--- src/rtl/top.sv ---
// ---------------------------------------------------------------------------
// top: 4-stage in-order 16-bit pipeline (IF, ID, EX, WB).
//   - 8-bit PC fetching from an internal 256x16 ROM, 16x16 register file.
//   - Operand forwarding in ID from the EX ALU output and from the EX/WB register.
//
// Ports:
//   clk              : rising-edge clock
//   rst              : asynchronous active-high reset of the whole core
//   rst_ALU          : synchronous clear of the ID/EX and EX/WB registers
//   wr_reg_en        : global register-file write enable
//   instr_out        : instruction held in IF/ID
//   wb_enable_wb_in  : EX/WB write flag gated by wr_reg_en
//   wb_result_wb_out : data written to the register file (0 when not writing)
//   alu_result_wb_in : ALU result held in EX/WB
// ---------------------------------------------------------------------------
module top #(
    parameter int ARQ = 16
) (
    input  logic           clk,
    input  logic           rst,
    input  logic           rst_ALU,
    input  logic           wr_reg_en,
    output logic [ARQ-1:0] instr_out,
    output logic           wb_enable_wb_in,
    output logic [ARQ-1:0] wb_result_wb_out,
    output logic [ARQ-1:0] alu_result_wb_in
);

    // IF stage
    logic [7:0]     pc_q;
    logic [ARQ-1:0] ifid_q;
    logic [ARQ-1:0] rom_data;

    // ID/EX register
    logic [3:0]     ex_op_q;
    logic [3:0]     ex_rd_q;
    logic [ARQ-1:0] ex_a_q;
    logic [ARQ-1:0] ex_b_q;
    logic [ARQ-1:0] ex_c_q;
    logic [7:0]     ex_imm_q;

    // EX/WB register
    logic [ARQ-1:0] wb_res_q;
    logic [3:0]     wb_rd_q;
    logic           wb_flag_q;

    logic [ARQ-1:0] rf_q [16];

    logic [ARQ-1:0] alu_d;
    logic           ex_flag;
    logic           ex_fwd;
    logic [3:0]     src   [3];
    logic [ARQ-1:0] opnd_d [3];

    always_comb begin
        case (pc_q)
            8'd0:    rom_data = 16'h8105;
            8'd1:    rom_data = 16'h8203;
            8'd2:    rom_data = 16'h1312;
            8'd3:    rom_data = 16'h2412;
            8'd4:    rom_data = 16'h5534;
            8'd5:    rom_data = 16'h6634;
            8'd6:    rom_data = 16'h3765;
            default: rom_data = '0;
        endcase
    end

    always_comb begin
        case (ex_op_q)
            4'h1:    alu_d = ex_a_q + ex_b_q;
            4'h2:    alu_d = ex_a_q - ex_b_q;
            4'h3:    alu_d = ex_a_q & ex_b_q;
            4'h4:    alu_d = ex_a_q | ex_b_q;
            4'h5:    alu_d = ex_a_q ^ ex_b_q;
            4'h6:    alu_d = ex_a_q << ex_b_q[3:0];
            4'h7:    alu_d = ex_a_q >> ex_b_q[3:0];
            4'h8:    alu_d = {{(ARQ-8){1'b0}}, ex_imm_q};
            4'h9:    alu_d = ex_c_q + {{(ARQ-8){1'b0}}, ex_imm_q};
            default: alu_d = '0;
        endcase
    end

    assign ex_flag = (ex_op_q >= 4'h1) && (ex_op_q <= 4'h9) && (ex_rd_q != 4'd0);
    assign ex_fwd  = ex_flag && wr_reg_en;

    assign wb_enable_wb_in  = wb_flag_q && wr_reg_en;
    assign wb_result_wb_out = wb_enable_wb_in ? wb_res_q : '0;
    assign alu_result_wb_in = wb_res_q;
    assign instr_out        = ifid_q;

    // Operand sources: 0 = rs1, 1 = rs2, 2 = rd (old value, used by ADDI).
    // r0 is never forwarded because neither write flag can be set for rd == 0.
    always_comb begin
        src[0] = ifid_q[7:4];
        src[1] = ifid_q[3:0];
        src[2] = ifid_q[11:8];
        for (int unsigned i = 0; i < 3; i++) begin
            if (ex_fwd && (ex_rd_q == src[i]))
                opnd_d[i] = alu_d;
            else if (wb_enable_wb_in && (wb_rd_q == src[i]))
                opnd_d[i] = wb_res_q;
            else if (src[i] == 4'd0)
                opnd_d[i] = '0;
            else
                opnd_d[i] = rf_q[src[i]];
        end
    end

    always_ff @(posedge clk or posedge rst) begin
        if (rst) begin
            pc_q      <= '0;
            ifid_q    <= '0;
            ex_op_q   <= '0;
            ex_rd_q   <= '0;
            ex_a_q    <= '0;
            ex_b_q    <= '0;
            ex_c_q    <= '0;
            ex_imm_q  <= '0;
            wb_res_q  <= '0;
            wb_rd_q   <= '0;
            wb_flag_q <= 1'b0;
            for (int unsigned i = 0; i < 16; i++) rf_q[i] <= '0;
        end else begin
            pc_q   <= pc_q + 8'd1;
            ifid_q <= rom_data;
            if (rst_ALU) begin
                ex_op_q   <= '0;
                ex_rd_q   <= '0;
                ex_a_q    <= '0;
                ex_b_q    <= '0;
                ex_c_q    <= '0;
                ex_imm_q  <= '0;
                wb_res_q  <= '0;
                wb_rd_q   <= '0;
                wb_flag_q <= 1'b0;
            end else begin
                ex_op_q   <= ifid_q[15:12];
                ex_rd_q   <= ifid_q[11:8];
                ex_a_q    <= opnd_d[0];
                ex_b_q    <= opnd_d[1];
                ex_c_q    <= opnd_d[2];
                ex_imm_q  <= ifid_q[7:0];
                wb_res_q  <= alu_d;
                wb_rd_q   <= ex_rd_q;
                wb_flag_q <= ex_flag;
            end
            // The write of the instruction leaving EX/WB still lands when rst_ALU clears the pipe.
            if (wb_enable_wb_in && (wb_rd_q != 4'd0))
                rf_q[wb_rd_q] <= wb_res_q;
        end
    end

endmodule

--- config.mk ---
export PLATFORM = sky130hd
export DESIGN_NAME = top
export DESIGN_NICKNAME = d
export VERILOG_FILES = /design/src/rtl/top.sv
export SDC_FILE = /design/constraint.sdc
export NUM_CORES = 1
export LEC_CHECK = 0
export ABC_AREA = 0
export BUFFER_PORTS_ARGS = -buffer_cell sky130_fd_sc_hd__buf_2
export CAP_MARGIN = 25
export CORE_MARGIN = 5
export CORE_UTILIZATION = 60
export CTS_CLUSTER_DIAMETER = 80
export DETAILED_ROUTE_END_ITERATION = 8
export GPL_ROUTABILITY_DRIVEN = 0
export PLACE_DENSITY = 0.76
export SETUP_SLACK_MARGIN = 0.05
export SLEW_MARGIN = 40
export SYNTH_ARGS = -nofsm -noshare
export SYNTH_HDL_FRONTEND = slang
export SYNTH_SLANG_ARGS = --single-unit
--- constraint.sdc ---
create_clock -name clk -period 8.3 [get_ports clk]
set_clock_uncertainty 0.05 [all_clocks]
set_input_delay 1.66 -clock clk [delete_from_list [all_inputs] [get_ports clk]]
set_output_delay 1.66 -clock clk [all_outputs]
set_load 0.03 [all_outputs]
==> impl_results.md <==
* Clock Pin Slew Worst Setup and Hold Paths at 0.06 ns
* CP endpoint kind: flip-flop
* Psw at 438 uW
* TNS Setup at 0 ns
* First-pass GRT wire length at 70100 um
* FP Rows at 58
* RSZ-0062 raised after global routing: false
* Final Slew Violations at 0
* Cell count after synthesis at 1454
* Fin util at 0.653
* CORE AREA at 25200 um^2
* CP arrival at 4.56 ns
* Via density at 7.01
* Synth area leader: dfrtp_1
* PwrDens at 129 nW/um^2
* Finished layout cell area at 16400 um^2
* Final layout net count at 1489
* Clock sink count at 214
* Sw frac at 0.208
* Setup-failing EPs final at 0
* FF-to-FF Start: ex_b_q[2]
* Footprint of the multi-input gates at 9250 um^2
* Die ar. at 28800 um^2
* Worst-path cell chain: buf_4 > clkinv_1 > and3_1 > nand2_1 > nor2_1 > a41oi_1 > xnor2_1 > ha_1 > a21oi_1 > o21ai_0 > a221oi_1 > o41ai_1 > xnor2_1 > a21oi_1 > a211oi_1
* Ant. Diodes at 0
* Largest net degree at the start of global routing at 144
* CP startpoint kind: flip-flop
* Most common cell in the synthesized netlist: dfrtp_1
* Drt drc at 9
* P_leak at 7.29 nW
* CP peak stage delay at 0.58 ns
* Reg2reg setup slack at 4.03 ns
* Failing checks: DRC
* Worst setup path endpoint: ex_a_q[15]
* Total power at 2.11 mW
* Worst path depth at 15
* Hold-fix buffers, CTS at 0
* WL final at 44200 um
* Run status: complete, but fails checks
* Commonest cells post-synth: 214 x dfrtp_1, 171 x mux2_2, 99 x nor2_1, 94 x a211oi_1, 73 x clkbuf_1
* Synth Cell Area at 15300 um^2
* Starting Density at 0.608
* FFs w/ async S/R, synth at 1.00
* CTS tree: built
* Register Area at 5360 um^2
* Root Buffer: clkbuf_16
* Non-filler instance count after layout at 1770
* Overflow after GRT at 0
* Final period utilization at 0.515
* Syn. warnings at 0
* Layout area overhead at 7.26%
* Detailed Routing Iterations Pass 1 at 9
* Clock Path Buffers at 3
* WP data required at 8.59 ns
* Die span in x at 170 um
* DR WL/cell at 25.0 um
* FF+latch count, synth at 214
* Kind of critical path: flip-flop to flip-flop
* Via count at 12.4k
* Synth Flop Type: dfrtp_1
* Die H at 170 um
* Number of global-route vias before repair at 12.2k
* Cts repair resizes at 0
* Delay-heaviest family, CP: compound AO/OA/AOI/OAI gates
* Max cap viols at 0
* Worst skew pair latency at 0.50 ns
* Largest cells by area after synthesis: dfrtp_1 35%, mux2_2 13%, mux4_2 9.3%
* FILL cells at 1891
* First-iteration detailed-routing DRC count at 1499
* Seq pwr share at 0.496
* Distinct cells, synth at 78
* Maximum VDD drop at 0.185 mV
* Synth top area share at 0.350
* Minimum clock period at 4.27 ns
* IO buf count at 49
* Antenna violations before repair at 0
* Internal at 1.67 mW
* Area after DPL at 15700 um^2
* Post-route ant nets at 0
* CP startpoint: ex_b_q[2]
* Sequential share of the synthesized area at 0.350
* Placed Cells at 1730
* CP max FO at 43
* Final hold vios at 0
* Worst-Margin Slew at 0.855 ns
* Crit path buffers/inverters at 2
* Relative slew slack at 0.422
* Achievable Freq at 234 MHz
* Reg2reg end: ex_a_q[15]
* CP max-delay cell: clkinv_1
* Fraction of layout cells with a size suffix above 1 at 0.268
* EDFF count, synth at 0
* Clock power share at 0.487
* GRT Overall Usage at 0.306
* Io pins at 53
* Mean Syn Cell Area at 10.5 um^2
* H-Tree Depth at 1
* Reg2reg path depth at 15
* Hold WC Path Type: flip-flop to flip-flop
* Total CTS buffers at 22
* Post-CTS setup buffers at 0
* HPWL after DPL at 30500 um
* Combinational Power Share at 0.017
## cell type report
| type | instances | area share |
|---|---|---|
| Clock inverter | 7 | 0.00541 |
| Timing Repair Buffer | 76 | 0.0275 |
| Sequential cell | 214 | 0.326 |
| Inverter | 50 | 0.0122 |
| Tap cell | 330 | 0.0251 |
| Clock buffer | 33 | 0.0410 |
| Multi-Input combinational cell | 1060 | 0.563 |
## placed cells by master, fill, tap and decap left out, types with 7 or more instances in the layout
master,n
a21oi_1,52
buf_4,26
xor2_1,33
a21o_1,7
a31oi_1,12
nor3_1,59
and3_1,22
nor2b_1,62
nor2_1,99
dfrtp_1,209
buf_2,49
mux2_2,171
ha_1,59
mux4_2,63
nand2b_1,10
a211oi_1,94
a22oi_1,15
a221oi_1,54
o21ai_0,26
o211ai_1,8
nand2_1,43
clkbuf_16,23
a32oi_1,7
nand3_1,11
inv_1,46
xnor2_1,31
mux2i_1,16
## worst min path at each step
stage	start	endpoint	slack [ns]	cells after the start
CTS	pc_q[7]	pc_q[7]	0.44	1
detailed placement	pc_q[7]	pc_q[7]	0.43	1
finish	pc_q[7]	pc_q[7]	0.43	1
global placement	pc_q[7]	pc_q[7]	0.43	1
floorplan	pc_q[7]	pc_q[7]	0.40	1
global route	pc_q[7]	pc_q[7]	0.47	1
## kinds of logic (layout without fill, tap and decap cells)
logic type | Yosys count | after routing | synth area share
DFF | 214 | 214 | 0.350
xor gates and xnor gates | 64 | 64 | 0.0366
other | 1 | 3 | 0.000245
muxes | 251 | 251 | 0.230
and+or+nand+nor | 352 | 352 | 0.124
buffers and inverters | 182 | 166 | 0.0510
AOI/OAI and AO/OA | 329 | 329 | 0.157
adders and majority gates | 61 | 61 | 0.0508
## layer usage
layer / wire length [um] / part of all wire / vias to the layer above / GRT usage
met5: 0 / 0 / - / 0
met4: 2220 / 0.050 / 0 / 0.130
met3: 4030 / 0.091 / 177 / 0.0538
met2: 20000 / 0.45 / 752 / 0.474
met1: 18000 / 0.41 / 6065 / 0.428
li1: - / - / 5413 / -
## sequential cells by signal, summed over array words and instances, names as in the netlist
name	count
ex_imm_q	6
ex_rd_q	3
ex_op_q	4
pc_q	8
wb_rd_q	3
ex_c_q	16
alu_result_wb_in	16
instr_out	13
ex_b_q	16
rf_q	112
wb_flag_q	1
ex_a_q	16
## through the flow
stage               hold WS (ns)  worst slack (ns)
finish                     0.432              4.03
global route               0.466              3.79
CTS                        0.438              4.05
detailed placement         0.426              4.05
global placement           0.426              4.05
floorplan                  0.397             0.739
## power by group through the flow
| stage | Sequential, mW | Combinational, mW | Clock, mW |
|---|---|---|---|
| after floorplan | 1.07 | 0.0297 | 0 |
| after global placement | 1.07 | 0.0366 | 0 |
| after detailed placement | 1.07 | 0.0379 | 0 |
| after CTS | 1.05 | 0.0380 | 1.04 |
| after global routing | 1.05 | 0.0426 | 1.08 |
| final | 1.05 | 0.0365 | 1.03 |
## worst reg2reg max path: stages (launching register included)
cell and delay (ns):
dfrtp_1 0.34, buf_4 0.39, clkinv_1 0.59, and3_1 0.40, nand2_1 0.09, nor2_1 0.08, a41oi_1 0.27, xnor2_1 0.15
ha_1 0.31, a21oi_1 0.13, o21ai_0 0.19, a221oi_1 0.36, o41ai_1 0.17, xnor2_1 0.15, a21oi_1 0.32, a211oi_1 0.13
Power figures use the tool's default switching activity.
